### config.mk
export PLATFORM = sky130hd
export DESIGN_NAME = muldiv_unit
export DESIGN_NICKNAME = d
export VERILOG_FILES = /design/src/rtl/muldiv_pkg.sv /design/src/rtl/muldiv_signfix.sv /design/src/rtl/muldiv_unit.sv
export SDC_FILE = /design/constraint.sdc
export NUM_CORES = 1
export LEC_CHECK = 0
export CORE_AREA = 2 2 209 211
export DETAILED_ROUTE_END_ITERATION = 16
export DIE_AREA = 0 0 211 213
export PLACE_DENSITY = 0.62
export SYNTH_ARGS = -nofsm -noshare
export SYNTH_HDL_FRONTEND = slang
export SYNTH_SLANG_ARGS = --single-unit
### constraint.sdc
create_clock -name clock -period 5.35 [get_ports clock]
set_input_delay 0.8025 -clock clock [delete_from_list [all_inputs] [get_ports clock]]
set_output_delay 0.8025 -clock clock [all_outputs]
set_load 0.005 [all_outputs]
### src/rtl/muldiv_pkg.sv
// Shared types for the iterative multiply/divide unit: operation encoding,
// FSM states and small decode helpers.
package muldiv_pkg;

  typedef enum logic [1:0] {
    MULT  = 2'b00,
    MULTU = 2'b01,
    DIV   = 2'b10,
    DIVU  = 2'b11
  } op_e;

  typedef enum logic [1:0] {
    IDLE,
    LOAD,
    RUN,
    DONE
  } state_e;

  function automatic logic op_is_div(input op_e op);
    return op[1];
  endfunction

  function automatic logic op_is_signed(input op_e op);
    return ~op[0];
  endfunction

endpackage

### src/rtl/muldiv_signfix.sv
// Conditional two's-complement negation; used both to take operand magnitudes
// and to restore the sign of products, quotients and remainders.
module muldiv_signfix #(
  parameter int WIDTH = 32
) (
  input  logic [WIDTH-1:0] val_i,
  input  logic             neg_i,
  output logic [WIDTH-1:0] res_o
);

  assign res_o = neg_i ? (~val_i + WIDTH'(1)) : val_i;

endmodule

### src/rtl/muldiv_unit.sv
// Sequential multiply/divide unit: one shift-add or restoring shift-subtract
// step per cycle on operand magnitudes, sign-corrected on completion.
module muldiv_unit
  import muldiv_pkg::*;
#(
  parameter int WIDTH = 32
) (
  input  logic             clock,
  input  logic             reset,
  input  logic             start,
  input  logic [1:0]       op,
  input  logic             abort,
  input  logic [WIDTH-1:0] a,
  input  logic [WIDTH-1:0] b,
  output logic             busy,
  output logic             done,
  output logic             divby0,
  output logic [WIDTH-1:0] hi,
  output logic [WIDTH-1:0] lo
);

  localparam int CNT_W = $clog2(WIDTH + 1);

  state_e             state_q, state_d;
  op_e                op_q, op_d;
  logic [WIDTH-1:0]   upper_q, upper_d;   // partial product high half / remainder
  logic [WIDTH-1:0]   lower_q, lower_d;   // multiplier / dividend-quotient
  logic [WIDTH-1:0]   m_q, m_d;           // multiplicand / divisor magnitude
  logic [CNT_W-1:0]   cnt_q, cnt_d;
  logic               neg_q, neg_d;
  logic               neg_rem_q, neg_rem_d;
  logic [WIDTH-1:0]   hi_q, hi_d;
  logic [WIDTH-1:0]   lo_q, lo_d;
  logic               done_q, done_d;
  logic               divby0_q, divby0_d;
  logic               busy_q, busy_d;

  logic               sign_a, sign_b;
  logic [WIDTH-1:0]   a_mag, b_mag;
  logic [WIDTH-1:0]   step_upper, step_lower;
  logic [WIDTH:0]     mul_sum, div_sh, div_diff;
  logic [2*WIDTH-1:0] prod_fixed;
  logic [WIDTH-1:0]   quo_fixed, rem_fixed;

  // In LOAD the raw operands sit in lower_q / m_q.
  assign sign_a = op_is_signed(op_q) & lower_q[WIDTH-1];
  assign sign_b = op_is_signed(op_q) & m_q[WIDTH-1];

  muldiv_signfix #(.WIDTH(WIDTH)) u_fix_a (
    .val_i(lower_q), .neg_i(sign_a), .res_o(a_mag)
  );
  muldiv_signfix #(.WIDTH(WIDTH)) u_fix_b (
    .val_i(m_q), .neg_i(sign_b), .res_o(b_mag)
  );

  always_comb begin
    // NOTE: every combinational output gets a default first so no path infers a latch.
    step_upper = upper_q;
    step_lower = lower_q;
    mul_sum    = '0;
    div_sh     = '0;
    div_diff   = '0;
    if (op_is_div(op_q)) begin
      // upper_q < divisor always holds, so bit WIDTH of the difference is its sign.
      div_sh   = {upper_q, lower_q[WIDTH-1]};
      div_diff = div_sh - {1'b0, m_q};
      if (!div_diff[WIDTH]) begin
        step_upper = div_diff[WIDTH-1:0];
        step_lower = {lower_q[WIDTH-2:0], 1'b1};
      end else begin
        step_upper = div_sh[WIDTH-1:0];
        step_lower = {lower_q[WIDTH-2:0], 1'b0};
      end
    end else begin
      mul_sum    = {1'b0, upper_q} + {1'b0, (lower_q[0] ? m_q : {WIDTH{1'b0}})};
      step_upper = mul_sum[WIDTH:1];
      step_lower = {mul_sum[0], lower_q[WIDTH-1:1]};
    end
  end

  // Results are corrected from the final step so hi/lo are valid alongside done.
  muldiv_signfix #(.WIDTH(2 * WIDTH)) u_fix_prod (
    .val_i({step_upper, step_lower}), .neg_i(neg_q), .res_o(prod_fixed)
  );
  muldiv_signfix #(.WIDTH(WIDTH)) u_fix_quo (
    .val_i(step_lower), .neg_i(neg_q), .res_o(quo_fixed)
  );
  muldiv_signfix #(.WIDTH(WIDTH)) u_fix_rem (
    .val_i(step_upper), .neg_i(neg_rem_q), .res_o(rem_fixed)
  );

  always_comb begin
    state_d   = state_q;
    op_d      = op_q;
    upper_d   = upper_q;
    lower_d   = lower_q;
    m_d       = m_q;
    cnt_d     = cnt_q;
    neg_d     = neg_q;
    neg_rem_d = neg_rem_q;
    hi_d      = hi_q;
    lo_d      = lo_q;
    done_d    = 1'b0;
    divby0_d  = 1'b0;

    unique case (state_q)
      IDLE: begin
        if (start) begin
          op_d    = op_e'(op);
          lower_d = a;
          m_d     = b;
          upper_d = '0;
          cnt_d   = '0;
          if (op_is_div(op_e'(op)) && (b == '0)) begin
            state_d  = DONE;
            done_d   = 1'b1;
            divby0_d = 1'b1;
          end else begin
            state_d = LOAD;
          end
        end
      end
      LOAD: begin
        if (abort) begin
          state_d = IDLE;
        end else begin
          lower_d   = a_mag;
          m_d       = b_mag;
          upper_d   = '0;
          cnt_d     = '0;
          neg_d     = sign_a ^ sign_b;
          neg_rem_d = sign_a;
          state_d   = RUN;
        end
      end
      RUN: begin
        if (abort) begin
          state_d = IDLE;
        end else begin
          upper_d = step_upper;
          lower_d = step_lower;
          cnt_d   = cnt_q + CNT_W'(1);
          if (cnt_q == CNT_W'(WIDTH - 1)) begin
            state_d = DONE;
            done_d  = 1'b1;
            if (op_is_div(op_q)) begin
              hi_d = rem_fixed;
              lo_d = quo_fixed;
            end else begin
              hi_d = prod_fixed[2*WIDTH-1:WIDTH];
              lo_d = prod_fixed[WIDTH-1:0];
            end
          end
        end
      end
      DONE: state_d = IDLE;
      default: state_d = IDLE;
    endcase

    busy_d = (state_d != IDLE);
  end

  always_ff @(posedge clock) begin
    // NOTE: sequential state uses non-blocking assignments so every flop samples pre-edge values.
    if (reset) begin
      state_q   <= IDLE;
      op_q      <= MULT;
      upper_q   <= '0;
      lower_q   <= '0;
      m_q       <= '0;
      cnt_q     <= '0;
      neg_q     <= 1'b0;
      neg_rem_q <= 1'b0;
      hi_q      <= '0;
      lo_q      <= '0;
      done_q    <= 1'b0;
      divby0_q  <= 1'b0;
      busy_q    <= 1'b0;
    end else begin
      state_q   <= state_d;
      op_q      <= op_d;
      upper_q   <= upper_d;
      lower_q   <= lower_d;
      m_q       <= m_d;
      cnt_q     <= cnt_d;
      neg_q     <= neg_d;
      neg_rem_q <= neg_rem_d;
      hi_q      <= hi_d;
      lo_q      <= lo_d;
      done_q    <= done_d;
      divby0_q  <= divby0_d;
      busy_q    <= busy_d;
    end
  end

  assign busy   = busy_q;
  assign done   = done_q;
  assign divby0 = divby0_q;
  assign hi     = hi_q;
  assign lo     = lo_q;

endmodule

==> run summary, run 1 <==
die width: 211 um
fillers: 4475
Mapped Avg Cell Area: 7.10 sq um
ys async rst share: 0%
GP Congestion: 0.940
number of synthesized register bits: 175
fraction of layout cells with a size suffix above 1: 8.15%
PD cells: 267 nW/um^2
Global Route Usage Sum: 23.9%
Vias/cell: 5.85
worst reg-to-reg setup slack: 0.17 ns
count of input and output buffers: 136
Clk pwr share: 27.4%
library cells used by synthesis: 95
Sw Pwr: 1.97 mW
vias in the first global route: 14663
# H-tree levels: 4
DRC errors left: 0
RSZ-0062 raised after global routing: no
# IOs: 137
Die ar.: 44900 sq um
switching share of power: 42.1%
share of power burned in registers: 32.1%
syn_nets: 2232
Slew headroom: 21.7%
part of the cycle the worst path needs: 96.8%
synthesis-to-finish area growth: 17.8%
CTS tree: done
total wire length: 54700 um
clk_lat worst skew: 0.47 ns
Worst Clk Skew: 0.0129 ns
Crit. End Element: flop
Num CTS Buffers: 17
clk sinks: 175
share of the yosys chip area belonging to registers: 23.6%
Pleak: 6.55 nW
P_int: 2.70 mW
crit path kind: flop to flop
HP Class: flop to flop
fin. max-slew vios: 0
Post-CTS Hold Fix Bufs: 0
Synth Instances: 2087
via count: 16041
clock root cell: clkbuf_16
global-route wire length before repair: 84000 um
final net count: 2327
post-route ant nets: 0
HPWL after DPL: 42000 um
min Tclk post-route: 5.18 ns
DP Area: 16900 sq um
MaxCap Viol Count: 0
ys flop type: dfxtp_1
largest net degree at the start of global routing: 84
Reg clk slew, reported paths: 0.08 ns
Synth Warn #: 0
Worst setup SP type: flop
data required time of the worst path: 5.72 ns
std cell rows: 76
Worst EP arrival: 5.55 ns
chip height: 213 um
final hold vios: 0
Setup TNS: 0 ns
initial antenna violation count: 0
worst slew pin tran: 1.17 ns
DRT Pass-1 Iters: 5
VDD IR max: 0.145 mV
core area: 42700 sq um
Starting Density: 34.7%
Highest Clock Rate: 193 MHz
number of flops mapped to enable cells by yosys: 0
Final setup viols: 0
Design Power: 4.66 mW
outcome: finished clean
grt ovf: 0
clock buffer depth: 2
design area: 17500 sq um
crit-path max FO: 13
Combinational Power Share: 40.5%
mapped cell area: 14800 sq um
drt wl/cell: 19.9 um
number of DRC markers in iteration 0: 1688
## metal layers
metal	part of all wire, %	global-route usage, %
met1	48	35.4
met3	8.9	4.44
met5	0	0
met2	42	35.4
met4	1.5	5.61
## sequential cells by signal, summed over array words and instances (netlist names)
signal     flops
cnt_q          6
divby0         1
neg_q          1
done           1
lo            32
upper_q       32
lower_q       32
m_q           32
busy           1
op_q           2
state_q        2
neg_rem_q      1
hi            32
## layout by cell type, fill, tap and decap left out, types with 12 or more instances in the layout
cell type        count
nand2b_1            15
xnor2_1             70
a21o_1              24
o21a_1              12
a221oi_1            21
clkbuf_16           17
or3_1               22
a211oi_1            41
nand4_1             25
nor3_1              81
o31ai_1             34
a21oi_1            212
a22oi_1             41
nand3_1             34
o21bai_1            12
mux2_2              16
dfxtp_1            174
xor2_1              58
o211ai_1            15
nor4_1              23
inv_1               59
o21ai_0             95
nor2_1             303
mux2i_1             34
a31oi_1             24
nand2_1            243
buf_4               84
ha_1                72
nor2b_1             17
clkdlybuf4s50_1    135
## path summary, 6_finish.rpt
| check | start | endpoint | cells past startpoint |
|---|---|---|---|
| max | lower_q[0] | hi[31] | 18 |
| min | hi[4] | hi[4] | 2 |
| max reg2reg | lower_q[0] | hi[31] | 18 |
| min reg2reg | hi[4] | hi[4] | 2 |
## kinds of logic (layout without fill, tap and decap cells)
group | Yosys count | count (layout) | synth area share, %
muxes | 50 | 50 | 3.51
other | 0 | 1 | 0
AOI/OAI and AO/OA | 631 | 631 | 27.9
xor gates and xnor gates | 128 | 128 | 7.56
and+or+nand+nor | 822 | 822 | 25.1
DFF | 175 | 175 | 23.6
buffers and inverters | 206 | 314 | 5.86
adders and majority gates | 75 | 75 | 6.43
## through the flow
step,setup slack (ns),util (%),hold WS [ns],cells
3_5_place_dp,0.158,39.5,0.446,2709
6_report,0.173,40.9,0.451,2742
4_1_cts,0.114,40.9,0.454,2741
2_1_floorplan,0.658,-,0.448,2087
3_3_place_gp,0.169,39.5,0.439,2709
5_1_grt,0.00275,40.9,0.466,2741
## Yosys cell counts, drive strengths merged, types with 6 or more instances
cell      n  area share [%]
nor2    303             7.7
nand2   246             6.3
a21oi   215             7.4
dfxtp   175              24
clkbuf  108             2.7
o21ai    99             3.4
nor3     82             2.8
ha       73             6.2
xnor2    70             4.1
inv      59             1.5
xor2     58             3.4
a211oi   44             2.3
a22oi    41             2.1
buf      34             1.5
mux2i    34             2.3
nand3    34             1.1
o31ai    34             1.7
nor4     27             1.3
a31oi    25             1.1
nand4    25             1.1
a21o     24             1.2
or3      24             1.1
a221oi   22             1.3
nor2b    17            0.72
mux2     16             1.2
nand2b   16            0.69
o211ai   15            0.76
o21a     12            0.61
o21bai   12            0.61
a311oi   11            0.69
and3     11            0.46
o221ai    9            0.53
and2      8            0.34
or2       8            0.34
a31o      7            0.41
a211o     6            0.35
a21boi    6            0.30
o41ai     6            0.41
## timing repair
| item | 4_1_cts | 5_1_grt |
|---|---|---|
| setup endpoints to repair | 0 | 7 |
| buffers inserted | 0 | 0 |
| endpoints found under the hold margin | 0 | 0 |
| resized for setup | 0 | 3 |
## area by class of cell
type	instances	area, sq um	share of cell area [%]
clock buffers	19	433	2.48
flip-flops and latches	175	3510	20.1
multi-input cells	1706	10500	60.0
diodes	1	2.50	0.0143
well taps	546	683	3.91
clock inverters	13	135	0.774
repair buffers	219	1980	11.3
inverters	63	236	1.35
## power groups by stage
stage	clock network, mW	registers [mW]	logic [mW]
final	1.28	1.50	1.89
after global placement	0	1.52	1.82
after detailed placement	0	1.53	1.83
after floorplan	0	1.46	1.32
after CTS	1.30	1.49	1.84
after global routing	1.35	1.51	2.06
## worst max-delay path: stages (launching register included)
cell and delay (ns):
dfxtp_1 0.36, clkinv_1 0.13, buf_4 0.22, nor2_1 0.08, ha_1 0.24, fa_1 0.42
a21o_1 0.21, a221oi_2 0.41, a21oi_1 0.26, a2111oi_1 0.78, a211oi_1 0.14, mux2i_1 0.16
o221ai_1 0.12, o211ai_1 0.20, buf_4 0.21, nor4_1 0.37, nor4b_1 0.38, o21ai_1 0.10
a311oi_1 0.28
Power figures use the tool's default switching activity.
==> inputs of run 2 (changes only) <==
- CORE_AREA: 2 2 209 211 -> 2 2 228 230
- DIE_AREA: 0 0 211 213 -> 0 0 230 232
- PLACE_DENSITY: 0.62 -> 0.61
- SYNTH_HIERARCHICAL: unset -> 1
==> run 2 against run 1 <==
Sequential cell count unchanged. Setup slack got worse by 0.017 ns. Final area increased by 20%. Power increased by 49%. Core utilization increased by 0.44 points. Synthesized cell count increased by 6.9%. Fmax decreased by 0.33%. Non-clock buffer count increased by 40. Synthesized area increased by 19%.
==> run summary, run 2 <==
outcome: finished clean
Worst setup SP type: flop
Core Util, Final: 41.4% (+0.44 points)
MaxCap Viol Count: 0 (unchanged)
mux contribution to synthesized area: 8.96% (+5.5 points)
data required time of the worst path: 5.77 ns (+0.05 ns)
core area: 50900 sq um (+19%)
ys flop type: dfxtp_1
Num CTS Buffers: 17 (unchanged)
library cells used by synthesis: 96 (+1.1%)
number of flops mapped to enable cells by yosys: 0 (unchanged)
largest net degree at the start of global routing: 129 (+54%)
final net count: 2513 (+8.0%)
fin. max-slew vios: 0 (unchanged)
Global Route Usage Sum: 23.3% (-0.54 points)
CTS tree: done
Highest Clock Rate: 193 MHz (-0.33%)
FF-to-FF path depth: 18 (unchanged)
Synth Instances: 2232 (+6.9%)
Crit. End Element: flop
grt ovf: 0 (unchanged)
DRC errors left: 0 (unchanged)
crit path kind: flop to flop
Slew headroom: 13.4% (-8.3 points)
xor-xnor portion of the synthesized cell area: 11.6% (+4.0 points)
std cell rows: 83 (+9.2%)
Post-CTS Hold Fix Bufs: 0 (unchanged)
worst slew pin tran: 1.29 ns (+0.115 ns)
area occupied by multi-input gates: 13400 sq um (+28%)
Most Used Layer, Global Route: met2
ys async rst share: 0% (unchanged)
Register Area: 3510 sq um (about the same)
commonest non-fill, non-tap cell in the layout: nor2_1
min Tclk post-route: 5.19 ns (+0.0170 ns)
die width: 230 um (+9.0%)
DRT Pass-1 Iters: 7 (+2)
HPWL after DPL: 48700 um (+16%)
M1 GR Usage: 31.4% (-4.0 points)
Synth Warn #: 6 (+6)
DP Area: 20200 sq um (+20%)
Synth top cells by count: nor2_1, xnor2_1, dfxtp_1, a211oi_1, nand2_1
top cells by area, synth: dfxtp_1, xnor2_1, mux2i_1, a211oi_1, nor2_1
clk_lat worst skew: 0.52 ns (+0.05 ns)
# IOs: 137 (unchanged)
most frequent cell after synthesis: nor2_1
via count: 17532 (+9.3%)
GR Layer Usage met2: 37.1% (+1.7 points)
number of DRC markers in iteration 0: 1482 (-12%)
design area: 21000 sq um (+20%)
number of synthesized register bits: 175 (unchanged)
Starting Density: 34.7% (-0.045 points)
Synth Area in Adders: 5.40% (-1.0 points)
fraction of layout cells with a size suffix above 1: 13.6% (+5.4 points)
part of the cycle the worst path needs: 97.1% (+0.32 points)
Vias/cell: 5.73 (-2.1%)
clock buffer depth: 2 (unchanged)
initial antenna violation count: 0 (unchanged)
drt wl/cell: 20.6 um (+3.4%)
HP Class: flop to flop
total wire length: 63100 um (+15%)
Pleak: 7.43 nW (+13%)
Reg clk slew, reported paths: 0.08 ns (about the same)
post-route ant nets: 0 (unchanged)
vias in the first global route: 16831 (+15%)
met3 Use GR: 4.29% (-0.16 points)
PD cells: 331 nW/um^2 (+24%)
Mapped Avg Cell Area: 7.91 sq um (+11%)
Worst Clk Skew: 0.0166 ns (+0.00373 ns)
count of input and output buffers: 136 (unchanged)
Die ar.: 53400 sq um (+19%)
GP Congestion: 0.956 (+1.7%)
VDD IR max: 0.271 mV (+87%)
synthesis-to-finish area growth: 19.2%
WHS Path Cells: 2 (unchanged)
global-route wire length before repair: 97100 um (+16%)
diode count: 0 (-1)
fillers: 5210 (+16%)
Final setup viols: 0 (unchanged)
share of the yosys chip area belonging to registers: 19.9% (-3.8 points)
clock root cell: clkbuf_16
most frequent cells in the layout: nor2_1, xnor2_1, dfxtp_1
syn_nets: 2377 (+6.5%)
final hold vios: 0 (unchanged)
top cell type by total area after synthesis: dfxtp_1
Yosys top cell area share: 19.9% (-3.8 points)
chip height: 232 um (+8.9%)
largest family of logic cells by synthesized area: compound AO/OA/AOI/OAI gates
mapped cell area: 17600 sq um (+19%)
crit-path max FO: 13 (unchanged)
Synth Area in Simple Gates: 21.7% (-3.4 points)
# H-tree levels: 4 (unchanged)
clk sinks: 175 (unchanged)
Worst EP arrival: 5.62 ns (+0.07 ns)
Compound-Gate Fraction of Synth Area: 27.5% (-0.37 points)
==> run 2: final timing paths <==
path	from	to	slack [ns]
max	m_q[13]	hi[26]	0.16
min	neg_rem_q	neg_rem_q	0.47
max reg2reg	m_q[13]	hi[26]	0.16
min reg2reg	neg_rem_q	neg_rem_q	0.47
==> run 2: what timing repair did <==
action                                  CTS  global route
setup buffers                             0             4
endpoints found under the hold margin     0             0
endpoints found under the setup margin    0            21
gates resized for setup                   0            26
==> run 2: worst max-delay path, cell delays in order (launching register included) <==
cell and delay [ns]:
dfxtp_1 0.41, inv_1 0.11, ha_1 0.41, and4_1 0.32
nand3_1 0.11, a211o_1 0.34, a21bo_1 0.23, a211oi_4 0.28
buf_4 0.19, buf_12 0.18, mux2i_4 0.27, a21oi_4 0.13
or4_4 0.59, or3_4 0.40, or3_4 0.41, o31ai_2 0.22
xnor2_1 0.15, mux2i_1 0.09, a211oi_1 0.24
==> run 2: logic make-up (layout without fill, tap and decap cells) <==
group / count (synthesis) / after routing
multiplexers: 154 / 154
adder cells (fa/ha/maj): 75 / 75
flip-flops: 175 / 175
AO/OA/AOI/OAI: 672 / 672
XOR/XNOR: 233 / 233
buffers and inverters: 217 / 366
AND/OR/NAND/NOR: 706 / 706
==> run 2: metal layers <==
layer	wire (um)	part of all wire (%)
met4	1790	2.8
met1	29300	46
met3	3650	5.8
met2	28300	45
met5	0	0
==> run 2: final cells by class <==
class | instances | share of cell area [%]
inverter | 75 | 1.34
clock buffer | 17 | 2.02
timing repair buffer | 259 | 11.1
sequential | 175 | 16.7
clock inverter | 15 | 1.03
tap | 680 | 4.04
multi-input combinational | 1840 | 63.8
==> run 2: where the power goes <==
| part | switching [mW] | leakage (nW) | internal [mW] |
|---|---|---|---|
| logic | 2.42 | 5.69 | 1.50 |
| clock network | 0.687 | 0.311 | 0.723 |
| registers | 0.205 | 1.42 | 1.43 |
==> run 2: per-stage QoR <==
| step | cells | setup WS (ns) | power (mW) | setup TNS (ns) | hold WS (ns) |
|---|---|---|---|---|---|
| 6_report | 3061 | 0.156 | 6.96 | 0 | 0.471 |
| 5_1_grt | 3061 | -0.0457 | 7.40 | -0.138 | 0.517 |
| 4_1_cts | 3056 | 0.0986 | 6.91 | 0 | 0.472 |
| 3_5_place_dp | 3024 | 0.175 | 5.47 | 0 | 0.461 |
| 3_3_place_gp | 3024 | 0.253 | 5.43 | 0 | 0.455 |
| 2_1_floorplan | 2232 | 0.366 | 4.39 | 0 | 0.464 |
==> inputs of run 3 (changes only) <==
- CELL_PAD_IN_SITES_DETAIL_PLACEMENT: unset -> 1
- CELL_PAD_IN_SITES_GLOBAL_PLACEMENT: unset -> 2
- PLACE_DENSITY: 0.61 -> 0.88
- SETUP_SLACK_MARGIN: unset -> 0.5
==> run 3 against run 2 <==
Final area increased by 2.6%. Fmax increased by 5.8%. Sequential power about the same. Clock skew decreased by 0.0020 ns. Hold slack got worse by 0.011 ns. First-iteration DRC count decreased by 13%. Combinational power increased by 7.9%. Sequential cell count unchanged. Clock power decreased by 5%. Via count increased by 3.7%. Clock-buffer cell count increased by 3. Register-to-register slack improved by 0.28 ns.
==> run summary, run 3 (synthesis results as in run 2) <==
outcome: finished clean
RSZ-0062 raised after global routing: yes
Vias/cell: 5.90 (+3.0%)
GP Congestion: 0.931 (-2.6%)
global-route wire length before repair: 105000 um (+7.6%)
HP Class: flop to flop
crit path kind: flop to flop
# H-tree levels: 4 (unchanged)
worst slew pin tran: 1.22 ns (-0.0654 ns)
Final setup viols: 0 (unchanged)
# IOs: 137 (unchanged)
Crit-path slowest cell: or4_4
hold worst-path end: neg_rem_q
final setup margin: 0.441 ns (+0.285 ns)
initial antenna violation count: 1 (+1)
CP peak stage delay: 0.59 ns (about the same)
number of DRC markers in iteration 0: 1282 (-13%)
Worst EP arrival: 5.32 ns (-0.30 ns)
Reg2Reg Launch Point: lower_q[31]
clock buffer depth: 2 (unchanged)
die width: 230 um (unchanged)
clk sinks: 175 (unchanged)
CTS tree: done
critical path startpoint: lower_q[31]
CP top delay family: compound AO/OA/AOI/OAI gates
HP Start: neg_rem_q
std cell rows: 83 (unchanged)
fraction of layout cells with a size suffix above 1: 16.7% (+3.1 points)
grt ovf: 0 (unchanged)
crit-path max FO: 6 (-7)
number of buffers and inverters on the critical path: 3 (unchanged)
VDD IR max: 0.204 mV (-25%)
Starting Density: 34.7% (unchanged)
largest net degree at the start of global routing: 132 (+2.3%)
Global Route Usage Sum: 24.8% (+1.5 points)
core area: 50900 sq um (unchanged)
part of the cycle the worst path needs: 91.8% (-5.3 points)
via count: 18172 (+3.7%)
final hold vios: 0 (unchanged)
PD cells: 332 nW/um^2 (+0.38%)
CP Cell Sequence: inv_2 -> ha_2 -> fa_2 -> nand2b_4 -> a21o_1 -> a211o_1 -> a21bo_1 -> a211oi_4 -> buf_6 -> buf_12 -> mux2i_1 -> a21o_1 -> or4_4 -> or3_4 -> or3_4 -> o41ai_4 -> xnor2_1 -> mux2i_1 -> a211oi_1
Pleak: 7.59 nW (+2.2%)
chip height: 232 um (unchanged)
post-route ant nets: 0 (unchanged)
commonest non-fill, non-tap cell in the layout: nor2_1
count of input and output buffers: 136 (unchanged)
design area: 21600 sq um (+2.6%)
Place WS: -0.200 ns (-0.375 ns)
MaxCap Viol Count: 0 (unchanged)
Worst Clk Skew: 0.0146 ns (-0.00205 ns)
fillers: 6148 (+18%)
Worst setup SP type: flop
data required time of the worst path: 5.76 ns (about the same)
clock root cell: clkbuf_16
Reg clk slew, reported paths: 0.07 ns (about the same)
HPWL after DPL: 51600 um (+5.9%)
WHS Path Cells: 2 (unchanged)
vias in the first global route: 18039 (+7.2%)
Post-CTS Hold Fix Bufs: 0 (unchanged)
most frequent cells in the layout: nor2_1, xnor2_1, dfxtp_1
clk_lat worst skew: 0.51 ns (about the same)
Crit. End Element: flop
fin. max-slew vios: 0 (unchanged)
total wire length: 67500 um (+7.0%)
Die ar.: 53400 sq um (unchanged)
final net count: 2532 (+0.76%)
worst reg-to-reg setup slack: 0.44 ns (+0.28 ns)
R2R Path End: hi[28]
DP Area: 20200 sq um (+0.11%)
FF-to-FF path depth: 19 (+1)
Slew headroom: 18.6% (+5.2 points)
drt wl/cell: 21.9 um (+6.3%)
synthesis-to-finish area growth: 22.3%
Num CTS Buffers: 17 (unchanged)
diode count: 0 (unchanged)
Highest Clock Rate: 204 MHz (+5.8%)
DRC errors left: 0 (unchanged)
min Tclk post-route: 4.91 ns (-0.285 ns)
DRT Pass-1 Iters: 5 (-2)
-- run 3: changes by cell type in the layout (fill, tap and decap cells not counted), sizes merged --
cell    change
inv         -3
clkinv      +1
buf        +20
clkbuf      +2
bufinv      -1
-- run 3: per-layer routing --
layer	up-vias	routed length [um]	GRT usage, %	share of wire, %
met5	-	0	0	0
met4	0	1320	5.79	1.9
met3	81	3850	3.68	5.7
met2	496	31300	40.7	46
met1	9022	31100	34.2	46
li1	8573	-	-	-
-- run 3: through the flow --
step                      hold WS [ns]  total power [mW]  TNS (ns)  std cells  utilization (%)
after global routing             0.491              7.61         0       3080             42.4
after detailed placement         0.449              5.58    -0.360       3026             39.8
after global placement           0.446              5.47   -0.0223       3026             39.8
final                            0.460              7.17         0       3080             42.4
after floorplan                  0.464              4.40         0       2232                -
after CTS                        0.459              7.03         0       3071             41.7
-- run 3: worst max-delay path by stage --
stage | to | cells after the start
after floorplan | hi[31] | 19
after global placement | hi[31] | 18
after detailed placement | hi[31] | 18
after CTS | hi[31] | 18
after global routing | hi[28] | 19
final | hi[28] | 19
-- run 3: power breakdown --
| part | internal [mW] | switching (mW) | leakage, nW |
|---|---|---|---|
| combinational | 1.63 | 2.60 | 5.87 |
| clock | 0.701 | 0.634 | 0.295 |
| sequential | 1.43 | 0.176 | 1.42 |
-- run 3: tightest hold or removal path, delay by kind of cell, from the launching register on --
family	cells	cell delay (ns)
flip-flops	1	0.31
AND/OR/NAND/NOR	1	0.05
AO/OA/AOI/OAI	1	0.05
-- run 3: layout make-up --
type                    instances  area [sq um]  area share (%)
multi-input cells            1840         13900            64.2
flip-flops and latches        175          3510            16.3
well taps                     680           851            3.94
clock inverters                12           120           0.556
clock buffers                  20           478            2.21
inverters                      75           282            1.30
repair buffers                278          2490            11.5
-- run 3: repair_timing --
item / 4_1_cts / 5_1_grt
resized for setup: 58 / 58
endpoints found under the setup margin: 40 / 39
hold endpoints to repair: 0 / 0
pin swaps: 24 / 20
setup buffers: 13 / 9
